### config.mk
export PLATFORM = sky130hd
export DESIGN_NAME = prefetch_gearbox_32i_16o_flat
export DESIGN_NICKNAME = d
export VERILOG_FILES = /design/src/rtl/prefetch_gearbox_32i_16o_if.sv /design/src/rtl/prefetch_gearbox_32i_16o.sv /design/src/flat_wrapper.sv
export SDC_FILE = /design/constraint.sdc
export NUM_CORES = 1
export LEC_CHECK = 0
export ABC_AREA = 1
export ABC_CLOCK_PERIOD_IN_PS = 3100
export BUFFER_PORTS_ARGS = -buffer_cell sky130_fd_sc_hd__clkbuf_2
export CAP_MARGIN = 20
export CELL_PAD_IN_SITES_DETAIL_PLACEMENT = 0
export CELL_PAD_IN_SITES_GLOBAL_PLACEMENT = 1
export CORE_MARGIN = 5
export CORE_UTILIZATION = 40
export CTS_CLUSTER_DIAMETER = 50
export CTS_CLUSTER_SIZE = 14
export DETAILED_ROUTE_END_ITERATION = 7
export PLACE_DENSITY_LB_ADDON = 0.15
export SYNTH_ARGS = -nofsm -noshare
export SYNTH_HDL_FRONTEND = slang
export SYNTH_SLANG_ARGS = --single-unit
export TNS_END_PERCENT = 20
### constraint.sdc
create_clock -name clk -period 3.1 [get_ports clk]
set_clock_uncertainty 0.1 [all_clocks]
set_input_delay 0 -clock clk [delete_from_list [all_inputs] [get_ports clk]]
set_output_delay 0 -clock clk [all_outputs]
set_load 0.02 [all_outputs]
### src/rtl/prefetch_gearbox_32i_16o_if.sv
// Bus bundle for the 32-in/16-out prefetch gearbox: write handshake, read beat and fill level.
// The master modport is the user side; the slave modport is the gearbox itself.
interface prefetch_gearbox_32i_16o_if #(
   parameter int unsigned DEPTH_WIDTH   = 4,
   parameter int unsigned WR_DATA_WIDTH = 32
);
   logic                         wr_en;
   logic [WR_DATA_WIDTH-1:0]     wr_data;
   logic                         wr_vld;
   logic                         rd_en;
   logic [WR_DATA_WIDTH/2-1:0]   rd_data;
   logic                         rd_vld;
   logic [DEPTH_WIDTH:0]         wr_level;

   modport master (
      output wr_en, wr_data, rd_en,
      input  wr_vld, rd_data, rd_vld, wr_level
   );

   modport slave (
      input  wr_en, wr_data, rd_en,
      output wr_vld, rd_data, rd_vld, wr_level
   );
endinterface

### src/rtl/prefetch_gearbox_32i_16o.sv
// Downsizing prefetch buffer: register-array FIFO of wide words feeding a holding register
// that emits each word as two half-width beats, first-word-fall-through.
module prefetch_gearbox_32i_16o #(
   parameter int unsigned DEPTH_WIDTH   = 4,
   parameter int unsigned WR_DATA_WIDTH = 32,
   parameter bit          LSB_FIRST     = 1'b1
) (
   input  logic                       clk,
   input  logic                       rst,
   prefetch_gearbox_32i_16o_if.slave  bus
);
   localparam int unsigned Depth = 1 << DEPTH_WIDTH;
   localparam int unsigned RdW   = WR_DATA_WIDTH / 2;

   localparam logic [DEPTH_WIDTH-1:0] PtrOne  = 1;
   localparam logic [DEPTH_WIDTH:0]   LvlOne  = 1;
   localparam logic [DEPTH_WIDTH:0]   LvlZero = '0;
   localparam logic [DEPTH_WIDTH:0]   LvlFull = {1'b1, {DEPTH_WIDTH{1'b0}}};

   typedef enum logic [1:0] {StEmpty, StFirst, StSecond} state_e;

   state_e                   state_q, state_d;
   logic [WR_DATA_WIDTH-1:0] mem_q [Depth];
   logic [DEPTH_WIDTH-1:0]   wr_ptr_q, wr_ptr_d;
   logic [DEPTH_WIDTH-1:0]   rd_ptr_q, rd_ptr_d;
   logic [DEPTH_WIDTH:0]     level_q, level_d;
   logic                     wr_vld_q, wr_vld_d;
   logic [RdW-1:0]           rd_data_q, rd_data_d;
   logic [RdW-1:0]           hold_q, hold_d;

   logic                     wr_fire;
   logic                     pop;
   logic [WR_DATA_WIDTH-1:0] head;
   logic [RdW-1:0]           head_first;
   logic [RdW-1:0]           head_second;

   assign wr_fire     = bus.wr_en & wr_vld_q;
   assign head        = mem_q[rd_ptr_q];
   assign head_first  = LSB_FIRST ? head[RdW-1:0] : head[WR_DATA_WIDTH-1:RdW];
   assign head_second = LSB_FIRST ? head[WR_DATA_WIDTH-1:RdW] : head[RdW-1:0];

   // Unpacking FSM; a pop reloads the holding register from the storage head.
   always_comb begin
      state_d   = state_q;
      rd_data_d = rd_data_q;
      hold_d    = hold_q;
      pop       = 1'b0;
      unique case (state_q)
         StEmpty: begin
            pop = (level_q != LvlZero);
         end
         StFirst: begin
            if (bus.rd_en) begin
               rd_data_d = hold_q;
               state_d   = StSecond;
            end
         end
         StSecond: begin
            if (bus.rd_en) begin
               if (level_q != LvlZero) begin
                  pop = 1'b1;
               end else begin
                  state_d = StEmpty;
               end
            end
         end
         default: begin
            state_d = StEmpty;
         end
      endcase
      if (pop) begin
         rd_data_d = head_first;
         hold_d    = head_second;
         state_d   = StFirst;
      end
   end

   always_comb begin
      wr_ptr_d = wr_fire ? wr_ptr_q + PtrOne : wr_ptr_q;
      rd_ptr_d = pop ? rd_ptr_q + PtrOne : rd_ptr_q;
      level_d  = level_q;
      if (wr_fire && !pop) begin
         level_d = level_q + LvlOne;
      end else if (!wr_fire && pop) begin
         level_d = level_q - LvlOne;
      end
      // Ready looks only at storage occupancy, so a full store never takes a write.
      wr_vld_d = (level_d != LvlFull);
   end

   always_ff @(posedge clk or posedge rst) begin
      if (rst) begin
         state_q   <= StEmpty;
         wr_ptr_q  <= '0;
         rd_ptr_q  <= '0;
         level_q   <= '0;
         wr_vld_q  <= 1'b0;
         rd_data_q <= '0;
         hold_q    <= '0;
      end else begin
         state_q   <= state_d;
         wr_ptr_q  <= wr_ptr_d;
         rd_ptr_q  <= rd_ptr_d;
         level_q   <= level_d;
         wr_vld_q  <= wr_vld_d;
         rd_data_q <= rd_data_d;
         hold_q    <= hold_d;
      end
   end

   // Storage array needs no reset: pointers and level define which entries are live.
   always_ff @(posedge clk) begin
      if (wr_fire) begin
         mem_q[wr_ptr_q] <= bus.wr_data;
      end
   end

   assign bus.wr_vld   = wr_vld_q;
   assign bus.rd_data  = rd_data_q;
   assign bus.rd_vld   = (state_q != StEmpty);
   assign bus.wr_level = level_q;

endmodule

### src/flat_wrapper.sv
// flat-port wrapper written by rule: the top's interface ports become plain ports
module prefetch_gearbox_32i_16o_flat 
#(
   parameter int unsigned DEPTH_WIDTH   = 4,
   parameter int unsigned WR_DATA_WIDTH = 32,
   parameter bit          LSB_FIRST     = 1'b1
)
  (clk, rst, bus_wr_en, bus_wr_data, bus_rd_en, bus_wr_vld, bus_rd_data, bus_rd_vld, bus_wr_level);
  prefetch_gearbox_32i_16o_if #(.DEPTH_WIDTH(DEPTH_WIDTH), .WR_DATA_WIDTH(WR_DATA_WIDTH)) bus_i ();
  input  logic clk;
  input  logic rst;
  input wire logic [$bits(bus_i.wr_en)-1:0] bus_wr_en;
  input wire logic [$bits(bus_i.wr_data)-1:0] bus_wr_data;
  input wire logic [$bits(bus_i.rd_en)-1:0] bus_rd_en;
  output wire logic [$bits(bus_i.wr_vld)-1:0] bus_wr_vld;
  output wire logic [$bits(bus_i.rd_data)-1:0] bus_rd_data;
  output wire logic [$bits(bus_i.rd_vld)-1:0] bus_rd_vld;
  output wire logic [$bits(bus_i.wr_level)-1:0] bus_wr_level;
  assign bus_i.wr_en = bus_wr_en;
  assign bus_i.wr_data = bus_wr_data;
  assign bus_i.rd_en = bus_rd_en;
  assign bus_wr_vld = bus_i.wr_vld;
  assign bus_rd_data = bus_i.rd_data;
  assign bus_rd_vld = bus_i.rd_vld;
  assign bus_wr_level = bus_i.wr_level;
  prefetch_gearbox_32i_16o #(.DEPTH_WIDTH(DEPTH_WIDTH), .WR_DATA_WIDTH(WR_DATA_WIDTH), .LSB_FIRST(LSB_FIRST)) u_core (.clk(clk), .rst(rst), .bus(bus_i));
endmodule
==> metrics <==
Slew HR=38.20%; first-pass GRT wire length=about 90 mm; PortBufs=58; HP Class=in -> async; synthesized netlist net count=1,898; DRT antenna net count=0; Hold Violations, Final=0; P&R area growth vs syn=15.95%; Die H=248.0 um; number of synthesized flops with an enable pin=512; Fillers=between 5,000 and 6,000; I/O pin count=a little under 60; power per cell area=roughly 980 nW/um^2; DRC viols=0; min cycle time layout=2.520 ns; CP startpoint kind=flop; Reg clk slew, reported paths=0.06 ns; CTS tree=done; Tcrit/Tclk final=81.31%; Synth Cell Area=22,660 sq um; sinks on the clock net=560; number of global-route vias before repair=13,720; Peak Freq=between 0.3 and 0.4 GHz; Synth Instances=1,854; Syn Area/Cell=12.22 sq um; final antenna diode count=0; worst r2r dst=u_core.mem_q[1][18]$_DFFE_PP_; initial antenna violation count=2; Post-DP HPWL=32.27 mm; CP Max Fanout=13; Max-cap violations=0; drt total wl=roughly 60 mm; library cells used by synthesis=25; Reg2Reg Depth=5; layout cell share with drive strength beyond 1=a little under an eighth; Post-CTS Setup Inserts=0; Final GP Congestion=roughly 0.76; Clock Latency Late Sink=0.62 ns; Post-Place Setup Slack=0.5876 ns; WP data required=3.32 ns; setup slack after layout=0.5795 ns; commonest non-fill, non-tap cell in the layout=edfxtp_1; status=finished clean; Seq cells post-synth=560; Die Wd=248.0 um; DR iter-0 viols=1,112; asr flop ratio synth=8.571%; Clk Tree Root Cell=clkbuf_16; Final Util=46.68%; TritonCTS Buffers=a little under 60; Primary FF master, synth=edfxtp_1; core footprint=around 56,000 sq um; Via-to-Cell Ratio=5.218; pin count of the biggest net entering global routing=122; Via Count=14,320; Worst Setup End Kind=flop; setup TNS=0 ns; Clock Path Buffers=3; final net count=~2,000; total die area=61,500 sq um; Total GRT Usage=about a fifth; worst slew pin tran=0.9256 ns; row cnt=87; VDD IR-drop max=roughly 0.00058 V; Final setup viols=0; post-synthesis sequential area ratio=73.16%; grt ovf=0; commonest cells after routing, fill and taps aside=edfxtp_1, nor2_1, nand2_1; Initial Util=40.26%; RSZ-0062 raised after global routing=false; Arr. time, crit path=2.74 ns; Pwr Total=25.78 mW; worst reg2reg startpoint=u_core.bus.wr_vld$_DFF_PP0_; Worst R2R Setup Slack=between 0.5 and 0.6 ns; yosys warns=0; CTS H-Tree Depth=2; critical path type=reg -> reg; Final Max Tran Viols=0; LEAKAGE=9.185 nW; DRT Pass-1 Iters=5; Wirelength per Cell=21.88 um
==> worst max-delay path: stages (launching register included) <==
cell	delay (ns)
dfrtp_1	0.35
nand2_1	0.15
inv_1	0.30
nand2_1	0.33
nor2_4	0.73
buf_12	0.25
==> layer usage <==
layer / up-vias / wire length [um] / global-route usage [%]
met2: 348 / 27220 / 30.35
met4: 0 / 1128 / 4.683
li1: 6750 / - / -
met3: 66 / 3141 / 2.638
met5: - / 0 / 0
met1: 7159 / 28580 / 29.14
==> kinds of logic after synthesis <==
logic type	share of synthesized area, %
simple gates	11.85
flops	73.16
compound gates	10.08
buf+inv	4.114
xor+xnor	0.3479
fa+ha+maj	0.4418
==> what timing repair did <==
item / 4_1_cts / 5_1_grt
hold endpoints to repair: 554 / 0
hold buffers: 35 / 0
resized for setup: 0 / 0
==> per-stage QoR <==
step	area (sq um)	std cells	hold WS, ns
6_report	26270	2745	0.02985
5_1_grt	26270	2745	0.09009
4_1_cts	26270	2745	0.03259
3_5_place_dp	23940	2599	0.1463
3_3_place_gp	23940	2599	0.1341
2_1_floorplan	22660	1854	-0.002732
==> power by group <==
group | leakage (nW) | internal [mW] | switching [mW]
sequential | 5.20 | 9.29 | 0.564
combinational | 3.02 | 2.58 | 6.22
clock | 0.964 | 4.07 | 3.06
==> cell usage after synthesis, types with 28 or more instances <==
library cell | instances | area share (%)
edfxtp_1 | 512 | 68
nor2_1 | 407 | 6.7
nand2_1 | 194 | 3.2
o21ai_0 | 175 | 3.9
o21ai_1 | 102 | 2.3
o211ai_1 | 98 | 3.2
nand3_1 | 74 | 1.6
inv_1 | 68 | 1.1
dfrtp_1 | 48 | 5.3
clkbuf_1 | 46 | 0.76
a21oi_1 | 31 | 0.68
buf_2 | 28 | 0.62
==> worst max path at each step <==
stage,slack [ns],end,start
3_3_place_gp,0.61,u_core.mem_q[1][31]$_DFFE_PP_,u_core.bus.wr_vld$_DFF_PP0_
3_5_place_dp,0.59,u_core.mem_q[1][31]$_DFFE_PP_,u_core.bus.wr_vld$_DFF_PP0_
4_1_cts,0.58,u_core.mem_q[1][31]$_DFFE_PP_,u_core.bus.wr_vld$_DFF_PP0_
6_report,0.58,u_core.mem_q[1][18]$_DFFE_PP_,u_core.bus.wr_vld$_DFF_PP0_
5_1_grt,0.46,u_core.mem_q[1][31]$_DFFE_PP_,u_core.bus.wr_vld$_DFF_PP0_
2_1_floorplan,0.09,u_core.mem_q[11][0]$_DFFE_PP_,u_core.bus.wr_vld$_DFF_PP0_
==> registers in the layout, summed over array words and instances (netlist names) <==
register and cells:
u_core.bus.wr_level 5, u_core.mem_q 512, u_core.hold_q 16, u_core.bus.wr_vld 1, u_core.bus.rd_data 16, u_core.wr_ptr_q 4
u_core.state_q 2, u_core.rd_ptr_q 4
==> layout make-up <==
type | instances | area (sq um) | share of cell area (%)
flip-flops and latches | 560 | 16590 | 63.13
multi-input cells | 1107 | 5269 | 20.06
clock buffers | 70 | 1559 | 5.934
repair buffers | 140 | 1219 | 4.639
well taps | 756 | 945.9 | 3.601
clock inverters | 41 | 420.4 | 1.600
inverters | 71 | 272.8 | 1.038
Power figures use the tool's default switching activity.
